### src/rtl/seq_frame_tx.sv
// -----------------------------------------------------------------------------
// seq_frame_tx
// Serial frame transmitter. Accepts one parallel payload word through a
// valid/ready handshake and sends it one bit per clock as:
//   sync pattern (MSB-first) -> payload (MSB-first) -> optional even parity
//   -> idle gap (out=0)
// A downstream recognizer can lock onto the sync header and sample the payload.
//
// Ports:
//   clk          system clock, all logic on the rising edge
//   reset        synchronous, active-high reset
//   start_valid  request to send data_in
//   data_in      payload word, sampled only on an accepted handshake
//   start_ready  high only in IDLE; a frame is accepted on valid && ready
//   out          serial bit stream
//   out_valid    out carries a frame bit (sync, data or parity)
//   busy         a frame (including its gap) is in progress
//   done         one-cycle pulse in the first IDLE cycle after a frame
// -----------------------------------------------------------------------------
module seq_frame_tx #(
    parameter int                DATA_W       = 8,
    parameter int                SYNC_W       = 3,
    parameter logic [SYNC_W-1:0] SYNC_PATTERN = 3'b101,
    parameter int                PARITY_EN    = 1,
    parameter int                GAP_CYCLES   = 2
) (
    input  logic              clk,
    input  logic              reset,
    input  logic              start_valid,
    input  logic [DATA_W-1:0] data_in,
    output logic              start_ready,
    output logic              out,
    output logic              out_valid,
    output logic              busy,
    output logic              done
);

    // The counter must reach the last index of the longest phase.
    localparam int MAX_A   = (SYNC_W > DATA_W) ? SYNC_W : DATA_W;
    localparam int MAX_LEN = (MAX_A > GAP_CYCLES) ? MAX_A : GAP_CYCLES;
    localparam int CNT_W   = $clog2(MAX_LEN + 1);

    localparam logic [CNT_W-1:0] SYNC_LAST = CNT_W'(SYNC_W - 1);
    localparam logic [CNT_W-1:0] DATA_LAST = CNT_W'(DATA_W - 1);
    localparam logic [CNT_W-1:0] GAP_LAST  = CNT_W'((GAP_CYCLES > 0) ? GAP_CYCLES - 1 : 0);

    typedef enum logic [2:0] {
        IDLE,
        SYNC,
        DATA,
        PARITY,
        GAP
    } state_t;

    state_t            state;
    state_t            state_next;
    logic [CNT_W-1:0]  cnt;
    logic [DATA_W-1:0] data_sr;
    logic [SYNC_W-1:0] sync_sr;
    logic              parity_bit;
    logic              done_q;
    logic              accept;

    assign accept = start_valid && (state == IDLE);

    // Next-state and decoded serial outputs.
    always_comb begin
        // NOTE: every signal driven here gets a default first so no path
        // through the case statement can leave it unassigned and infer a latch.
        state_next = state;
        out        = 1'b0;
        out_valid  = 1'b0;

        case (state)
            IDLE: begin
                if (start_valid) state_next = SYNC;
            end
            SYNC: begin
                out       = sync_sr[SYNC_W-1];
                out_valid = 1'b1;
                if (cnt == SYNC_LAST) state_next = DATA;
            end
            DATA: begin
                out       = data_sr[DATA_W-1];
                out_valid = 1'b1;
                if (cnt == DATA_LAST) begin
                    if (PARITY_EN != 0)     state_next = PARITY;
                    else if (GAP_CYCLES > 0) state_next = GAP;
                    else                     state_next = IDLE;
                end
            end
            PARITY: begin
                out       = parity_bit;
                out_valid = 1'b1;
                state_next = (GAP_CYCLES > 0) ? GAP : IDLE;
            end
            GAP: begin
                if (cnt == GAP_LAST) state_next = IDLE;
            end
            default: state_next = IDLE;
        endcase
    end

    // Control state: state, phase counter and the done pulse.
    always_ff @(posedge clk) begin
        // NOTE: sequential state uses non-blocking assignments so every
        // register samples pre-edge values regardless of statement order.
        if (reset) begin
            state  <= IDLE;
            cnt    <= '0;
            done_q <= 1'b0;
        end else begin
            state <= state_next;
            // Counter restarts on every state change and rests at zero in IDLE.
            if ((state_next != state) || (state == IDLE)) cnt <= '0;
            else                                          cnt <= cnt + CNT_W'(1);
            // Pulse lands in the first IDLE cycle after any frame phase.
            done_q <= (state != IDLE) && (state_next == IDLE);
        end
    end

    // Frame datapath: loaded on accept, shifted while its phase is active.
    // NOTE: these registers are deliberately left out of reset; they are
    // always reloaded on accept before any state reads them.
    always_ff @(posedge clk) begin
        if (accept) begin
            data_sr    <= data_in;
            sync_sr    <= SYNC_PATTERN;
            parity_bit <= ^data_in;
        end else begin
            if (state == SYNC) sync_sr <= sync_sr << 1;
            if (state == DATA) data_sr <= data_sr << 1;
        end
    end

    assign start_ready = (state == IDLE);
    assign busy        = (state != IDLE);
    assign done        = done_q;

endmodule

### config.mk
export PLATFORM = sky130hd
export DESIGN_NAME = seq_frame_tx
export DESIGN_NICKNAME = d
export VERILOG_FILES = /design/src/rtl/seq_frame_tx.sv
export SDC_FILE = /design/constraint.sdc
export NUM_CORES = 1
export LEC_CHECK = 0
export ABC_AREA = 0
export BUFFER_PORTS_ARGS = -buffer_cell sky130_fd_sc_hd__buf_2
export CORE_MARGIN = 1
export CORE_UTILIZATION = 55
export CTS_CLUSTER_SIZE = 10
export DETAILED_ROUTE_END_ITERATION = 8
export PLACE_DENSITY = 0.8
export SYNTH_ARGS = -nofsm -noshare
export SYNTH_HDL_FRONTEND = slang
export SYNTH_SLANG_ARGS = --single-unit
### constraint.sdc
create_clock -name clk -period 1.7 [get_ports clk]
set_input_delay 0 -clock clk [delete_from_list [all_inputs] [get_ports clk]]
set_output_delay 0 -clock clk [all_outputs]
set_load 0.1 [all_outputs]
== Word-level counts from Yosys, hierarchy flattened ==
Cells that the tools add are included.

* Flip-flop bits (word level): 20
* Word-level logic and storage cells: 34

* Multiplexer cells: 9
* Equal/unequal tests: 8
* Add/subtract/negate cells: 1
* Reductions and logical operators: 10

{| class="wikitable"
|+ Operators with widths
! operator !! number
|-
| $mux W8 || 2
|-
| $pmux W3 S5 || 1
|-
| $mux W3 || 4
|-
| $reduce_xor A8 Y1 || 1
|-
| $eq A3 B2 Y1 const B || 2
|-
| $logic_not A3 Y1 || 2
|-
| $add A4 B1 Y4 const B || 1
|-
| $eq A4 B1 Y1 const B || 1
|-
| $eq A4 B2 Y1 const B || 1
|-
| $eq A4 B3 Y1 const B || 1
|-
| $eq A3 B1 Y1 const B || 1
|-
| $eq A3 B3 Y1 const B || 1
|-
| $ne A3 B3 Y1 || 1
|-
| $pmux W1 S3 || 1
|-
| $reduce_bool A3 Y1 || 1
|-
| $reduce_or A3 Y1 || 1
|-
| $logic_and A1 B1 Y1 || 2
|-
| $reduce_bool A2 Y1 || 1
|-
| $reduce_or A2 Y1 || 1
|-
| $logic_or A1 B1 Y1 || 1
|-
| $mux W1 || 1
|}

== Longest topological paths before layout ==
Gate-level depths: netlist of the first run.

* Depth in word-level cells: 6
* Mapped depth: 7
* Depth with buffers taken out: 6

== Least setup slack after synthesis of the first run ==
Ideal clock, no wire load.

* Kind: flip-flop to flip-flop
* From: reg state[1]
* To: reg data_sr[1] (data pin)
* Stages on the path, launching flop included: 8
* Library setup time: 0.260 ns
* Arrival time: 2.065 ns
* Required time: 1.440 ns
* Buffers on the path: 2
* Slack: -0.625 ns
* Cell sequence: dfxtp_1 buf_6 nor2_2 nand2_2 inv_2 and2_1 buf_6 mux2_4

* Cells in the longest elaborated chain, start to end: 3

{| class="wikitable"
|+ RTL lines
! item !! line !! source
|-
| start: declaration || 55 || <nowiki>state_t state;</nowiki>
|-
| start signal: assignment || 113 || <nowiki>state <= state_next;</nowiki>
|-
| $logic_not A3 Y1 || - ||
|-
| net start_ready || 31 || <nowiki>output logic start_ready,</nowiki>
|-
| $logic_and A1 B1 Y1 || 64 || <nowiki>assign accept = start_valid && (state == IDLE);</nowiki>
|-
| net accept || 62 || <nowiki>logic accept;</nowiki>
|-
| $mux W8 || 126 || <nowiki>if (accept) begin</nowiki>
|-
| end signal: assignment || 127 || <nowiki>data_sr <= data_in;</nowiki>
|-
| end signal: assignment || 132 || <nowiki>if (state == DATA) data_sr <= data_sr << 1;</nowiki>
|-
| end: declaration || 58 || <nowiki>logic [DATA_W-1:0] data_sr;</nowiki>
|}

The timed path passes the listed nets, and every way through them passes these cells.
A chain may end at the register's enable or synchronous reset.

== Worst setup path in the final report of the first run ==
* From: reg state[0]
* To: out out

* Cells in the longest elaborated chain, start to end: 2

{| class="wikitable"
|+ RTL lines
! item !! line !! source
|-
| $eq A3 B2 Y1 / $eq A3 B1 Y1 (equally long branches) || 74 || <nowiki>case (state)</nowiki>
|-
| $pmux W1 S3 (*) || 74 ||
|-
| end: declaration || 32 || <nowiki>output logic out,</nowiki>
|}

Every way passes the cells marked *; elsewhere a longest branch is shown, timed or not.

==> results of run 1 <==
## cell usage after synthesis (all sizes together), types with 3 or more instances
| library cell | n |
|---|---|
| a21oi | 5 |
| buf | 4 |
| dfxtp | 11 |
| edfxtp | 9 |
| ha | 3 |
| inv | 6 |
| mux2 | 7 |
| nand2 | 5 |
| nand3 | 4 |
| nor2 | 10 |
| nor3 | 4 |
| nor3b | 3 |
| o21ai | 3 |
| xnor2 | 7 |
## placed cells by master, fill, tap and decap left out, types with 2 or more instances in the layout
master and n:
buf_2 13, dfxtp_1 10, edfxtp_1 9, nor2_1 7, mux2_4 7, xnor2_1 7, inv_1 5, dlygate4sd3_1 5
a21oi_1 4, nand3_1 4, buf_4 4, nor3_1 3, nand2_1 3, ha_1 3, clkbuf_4 3, nor2_4 2
xor2_1 2, nor3b_2 2, o21ai_0 2, buf_12 2
## timing repair
item                       CTS  global route
hold buffers                 5             0
hold endpoints to repair     7             0
setup endpoints to repair    1             5
cloned                       0             0
gates resized for setup      1             3
## worst register-to-register path: cells and delay by family, from the launching register on
family          cells  cell delay [ns]
buf+inv             1             0.06
simple gates        3             0.64
compound gates      1             0.30
fa+ha+maj           1             0.13
flops               1             0.36
## worst max path at each step
stage | to | slack (ns) | start
2_1_floorplan | data_sr[1]$_DFFE_PP_ | -0.09 | state[1]$_SDFF_PP0_
5_1_grt | out | -0.002 | state[0]$_SDFF_PP0_
3_3_place_gp | cnt[1]$_SDFF_PP0_ | 0.14 | cnt[0]$_SDFF_PP0_
6_report | out | 0.07 | state[0]$_SDFF_PP0_
3_5_place_dp | cnt[1]$_SDFF_PP0_ | 0.07 | cnt[0]$_SDFF_PP0_
4_1_cts | out | 0.04 | state[0]$_SDFF_PP0_
## metal layers
metal / part of all wire (%) / GRT usage (%)
met4: 2.2 / 13.1
met5: 0 / 0
met3: 3.5 / 5.77
met2: 48 / 35.6
met1: 46 / 28.8
## sequential cells by signal (all words and copies together), names as in the netlist
signal and flops:
sync_sr 3, data_sr 8, cnt 4, parity_bit 1
done 1, state 3
## final cells by class
type                       instances  area [um^2]  area share [%]
tap                               25         31.3            2.25
sequential                        20          492            35.4
clock buffer                       3         22.5            1.62
inverter                           7         43.8            3.15
multi-input combinational         67          586            42.1
clock inverter                     1         30.0            2.16
timing repair buffer              24          185            13.3
## stage by stage
step / total power, uW / instance area, um^2 / worst slack (ns)
floorplan: 766 / 1150 / -0.0872
global placement: 819 / 1270 / 0.141
detailed placement: 828 / 1270 / 0.0750
CTS: 1230 / 1380 / 0.0421
global route: 1270 / 1390 / -0.00183
finish: 1230 / 1390 / 0.0680
## cell families (layout without fill, tap and decap cells)
family,after synthesis,count (layout)
adder cells (fa/ha/maj),3,3
XOR/XNOR,9,9
AND/OR/NAND/NOR,31,31
multiplexers,8,8
AO/OA/AOI/OAI,16,16
flip-flops,20,20
buffers and inverters,11,35
## power groups by stage
stage                     Combinational (uW)  Clock [uW]  Sequential [uW]
after floorplan                          196           0              570
after global placement                   254           0              565
after detailed placement                 261           0              567
after CTS                                272         407              556
after global routing                     290         425              560
final                                    275         399              558
==> impl_metrics.tcl, run 1 <==
set metrics [dict create \
    period_minus_slack_ns 1.63 \
    final_cells 147 \
    grt_pass1_wl_mm 3.35 \
    status "complete, no violations" \
    synthSimpleGateAreaFrac_pct 16.6 \
    clkTransAtPathRegs_ns 0.12 \
    sw_frac_of_total_pct 26.9 \
    core_um2 1800 \
    die_w_um 46.8 \
    intPower_uw 900 \
    synthFlopType "dfxtp_1" \
    clockBufferDepth 2 \
    tns_ns 0 \
    num_vias 796 \
    antenna_found_initial 0 \
    hp-class "in2reg" \
    synth-xor-area-share_pct 7.13 \
    port_buffers 15 \
    power_frac_clock_pct 32.4 \
    dp_cells 138 \
    ff2ff_path_depth 6 \
    synth-compound-area-share_pct 11.5 \
    grt_pass1_vias 757 \
    slowest_stage "dfxtp_1" \
    fin_nets 137 \
    hp-start "data_in[3]" \
    path_cells "buf_4 -> nor2b_2 -> a21oi_2 -> nor2_4 -> buf_12" \
    drt_first_pass_iters 4 \
    crit_path_max_fanout 13 \
    post_cts_buffers 0 \
    yosysTopAreaCell "edfxtp_1" \
    wire_per_inst_um 14.9 \
    hold-path-endpoint "data_sr[3]$_DFFE_PP_" \
    start_util_pct 61.4 \
    synth_top_cell_area_share_pct 24.4 \
    reg2reg_slack_ns 0.10 \
    ioPinCount 16 \
    worst-path-buf-inv 2 \
    drive_gt1_share_pct 39.3 \
    htree_num_levels 1 \
    critPathMaxStageDelay_ns 0.39 \
    cts_tree "built" \
    clkLatencyLatePin_ns 0.32 \
    seqPwrFrac_pct 45.3 \
    drtAntennaViolNets 0 \
    die_h_um 46.8 \
    viasPerCell 5.41 \
    finalMaxSlewViolations 0 \
    crit_family "buffers and inverters" \
    grt_use_total_pct 22.8 \
    critPathLaunchType "flop" \
    ys_top_cells_by_area "edfxtp_1 (24%), dfxtp_1 (20%), mux2_4 (9.5%)" \
    gp_routability_congestion 0.833 \
    fmax_mhz 613 \
    rows 15 \
    area_growth_pct 25.7 \
    syn_inst 98 \
    hold_violations 0 \
    ys_seq_area_share_pct 44.3 \
    p_leak_uw 0.000553 \
    final_core_util_pct 77.2 \
    worstMarginPinSlew_ns 0.486 \
    dieArea_um2 2190 \
    skew_ns 0.00983 \
    cts_root_buffer "clkbuf_4" \
    setup_viol 0 \
    end_kind "output port" \
    rr_startpoint "cnt[1]$_SDFF_PP0_" \
    diodes 0 \
    cts_num_sinks 20 \
    synth_top_family_by_area "simple AND/OR/NAND/NOR gates" \
    slew_headroom_pct 67.8 \
    muxShareOfSynthArea_pct 10.4 \
    worstPathRequired_ns 1.70 \
    yosys.area_share.adder_pct 3.39 \
    nFillCells 110 \
    hpwl_mm 1.56 \
    fin_hold_ws_ns 0.0226 \
    finalCritPeriodShare_pct 96.0 \
    synthesis.area_um2 1110 \
    drt-total-wl_mm 2.19 \
    grt_max_degree 14 \
    avgSynthCellArea_um2 11.3 \
    syn_nets 112 \
    cts_buffers 3 \
    power_density_nw_per_um2 886 \
    cp.depth 5 \
    max-cap-violations 0 \
    synthArstFlopShare_pct 0 \
    critical_path_class "reg2out" \
    power_switching_uw 332 \
    globalRoute.totalOverflow 0 \
    hold_depth 2 \
    post-route-drc-count 0 \
    synth_cell_types 37 \
    ys.warnings.count 0 \
    ir_drop_v 0.000827 \
    drt-initial-drc-count 8 \
    timing.rr.end "cnt[1]$_SDFF_PP0_" \
    synth_edf_count 9 \
    p_comb_share_pct 22.3 \
    ys_seq_elements 20 \
    arrival_ns 1.63 \
]
No activity file was read; power rests on OpenSTA's default activity.
==> run 2: changes to the inputs <==
==> constraint.sdc (replaced) <==
create_clock -name clk -period 1.7 [get_ports clk]
set_input_delay 0.085 -clock clk [delete_from_list [all_inputs] [get_ports clk]]
set_output_delay 0.085 -clock clk [all_outputs]
set_load 0.1 [all_outputs]
==> run 2 against run 1 <==
Combinational power fell by 2%. Sequential power barely moved. Hold slack improved by 0.079 ns. First-iteration DRC count fell by 25%. Clock-buffer cell count did not move. Largest cell class unchanged. Largest power group unchanged. Highest routed layer unchanged.
==> impl_metrics.tcl, run 2 (synthesis results as in run 1) <==
set metrics [dict create \
    hp-class "in2reg" \
    arrival_ns 1.52 \
    final_cell_mix "buf_2 (13), dfxtp_1 (9), edfxtp_1 (9)" \
    layout_top_registers "data_sr: 8 flops, cnt: 4 flops" \
    ioPinCount 16 \
    grt_use_total_pct 22.0 \
    clockBufferDepth 2 \
    power_density_nw_per_um2 896 \
    area_growth_pct 23.2 \
    p_leak_uw 0.000538 \
    die_h_um 46.8 \
    post-route-drc-count 0 \
    worstPathRequired_ns 1.62 \
    status "complete, no violations" \
    end_kind "output port" \
    antenna_found_initial 0 \
    start_util_pct 61.4 \
    skew_ns 0.00126 \
    viasPerCell 5.38 \
    worstMarginPinSlew_ns 0.491 \
    setup_viol 0 \
    grt_max_degree 14 \
    grt_pass1_vias 741 \
    fmax_mhz 622 \
    hold_violations 0 \
    finalCritPeriodShare_pct 94.6 \
    fin_hold_ws_ns 0.101 \
    fin_nets 134 \
    globalRoute.totalOverflow 0 \
    drive_gt1_share_pct 41.2 \
    cts_root_buffer "clkbuf_4" \
    diodes 0 \
    core_um2 1800 \
    rsz0062_at_grt "no" \
    gp_routability_congestion 0.826 \
    period_minus_slack_ns 1.61 \
    critPathLaunchType "flop" \
    cts_num_sinks 20 \
    dieArea_um2 2190 \
    nFillCells 123 \
    slew_headroom_pct 67.5 \
    max-cap-violations 0 \
    drt_first_pass_iters 4 \
    hpwl_mm 1.50 \
    multi_input_area_um2 582 \
    wire_per_inst_um 14.2 \
    cts_buffers 3 \
    rows 15 \
    cts_tree "built" \
    tns_ns 0 \
    finalMaxSlewViolations 0 \
    clkLatencyLatePin_ns 0.30 \
    crit_path_max_fanout 13 \
    die_w_um 46.8 \
    port_buffers 15 \
    clkTransAtPathRegs_ns 0.11 \
    largest_reg_flops 8 \
    drt-total-wl_mm 2.05 \
    ir_drop_v 0.000695 \
    htree_num_levels 1 \
    drtAntennaViolNets 0 \
    final_common_cell "buf_2" \
    grt_pass1_wl_mm 3.33 \
    regArea_um2 493 \
    max_flop_register "data_sr" \
    num_vias 775 \
    critical_path_class "reg2out" \
    drt-initial-drc-count 6 \
    p_total_uw 1220 \
]
run 2: per-layer routing:
layer	GRT usage, %	up-vias	routed length, um
li1	-	387	-
met1	28.5	364	935
met2	36.4	20	1020
met3	4.23	4	65
met4	8.57	0	25
met5	0	-	0
run 2: critical path: stages, from the launching register on:
cell,delay (ns)
dfxtp_2,0.39
buf_8,0.16
mux2i_2,0.23
nor2_1,0.08
a21oi_2,0.15
nor2_4,0.05
buf_12,0.16
run 2: worst paths after layout:
| check | cells after the start | slack [ns] | start | endpoint |
|---|---|---|---|---|
| worst max-delay path | 6 | 0.09 | state[0]$_SDFF_PP0_ | out |
| worst min-delay path | 2 | 0.10 | data_in[3] | data_sr[3]$_DFFE_PP_ |
| worst max register to register | 6 | 0.10 | cnt[1]$_SDFF_PP0_ | cnt[1]$_SDFF_PP0_ |
| worst min register to register | 1 | 0.46 | cnt[0]$_SDFF_PP0_ | cnt[0]$_SDFF_PP0_ |
run 2: timing repair:
item                       in CTS  in global routing
setup buffers                   0                  0
resized for setup               1                  5
hold buffers                    1                  0
hold endpoints to repair        3                  0
pin swaps                       0                  0
setup endpoints to repair       1                  3
run 2: layout make-up:
class,instances,area share [%]
Clock buffer,3,1.65
Clock inverter,1,2.20
Inverter,7,3.21
Multi-Input combinational cell,67,42.7
Sequential cell,20,36.2
Tap cell,25,2.30
Timing Repair Buffer,21,11.8
run 2: power breakdown:
part,internal [uW],leakage (uW),switching (uW),total [uW]
logic,118,0.000334,151,269
registers,543,0.000177,17.7,560
clock network,238,0.0000279,153,391
run 2: per-stage QoR:
step | util (%) | cell area, um^2 | setup slack [ns] | cells
6_report | 75.6 | 1360 | 0.0922 | 144
5_1_grt | 75.6 | 1360 | 0.0133 | 144
4_1_cts | 74.9 | 1350 | 0.0507 | 144
3_5_place_dp | 71.2 | 1280 | 0.0897 | 139
3_3_place_gp | 71.2 | 1280 | 0.143 | 139
2_1_floorplan | - | 1150 | -0.0697 | 98
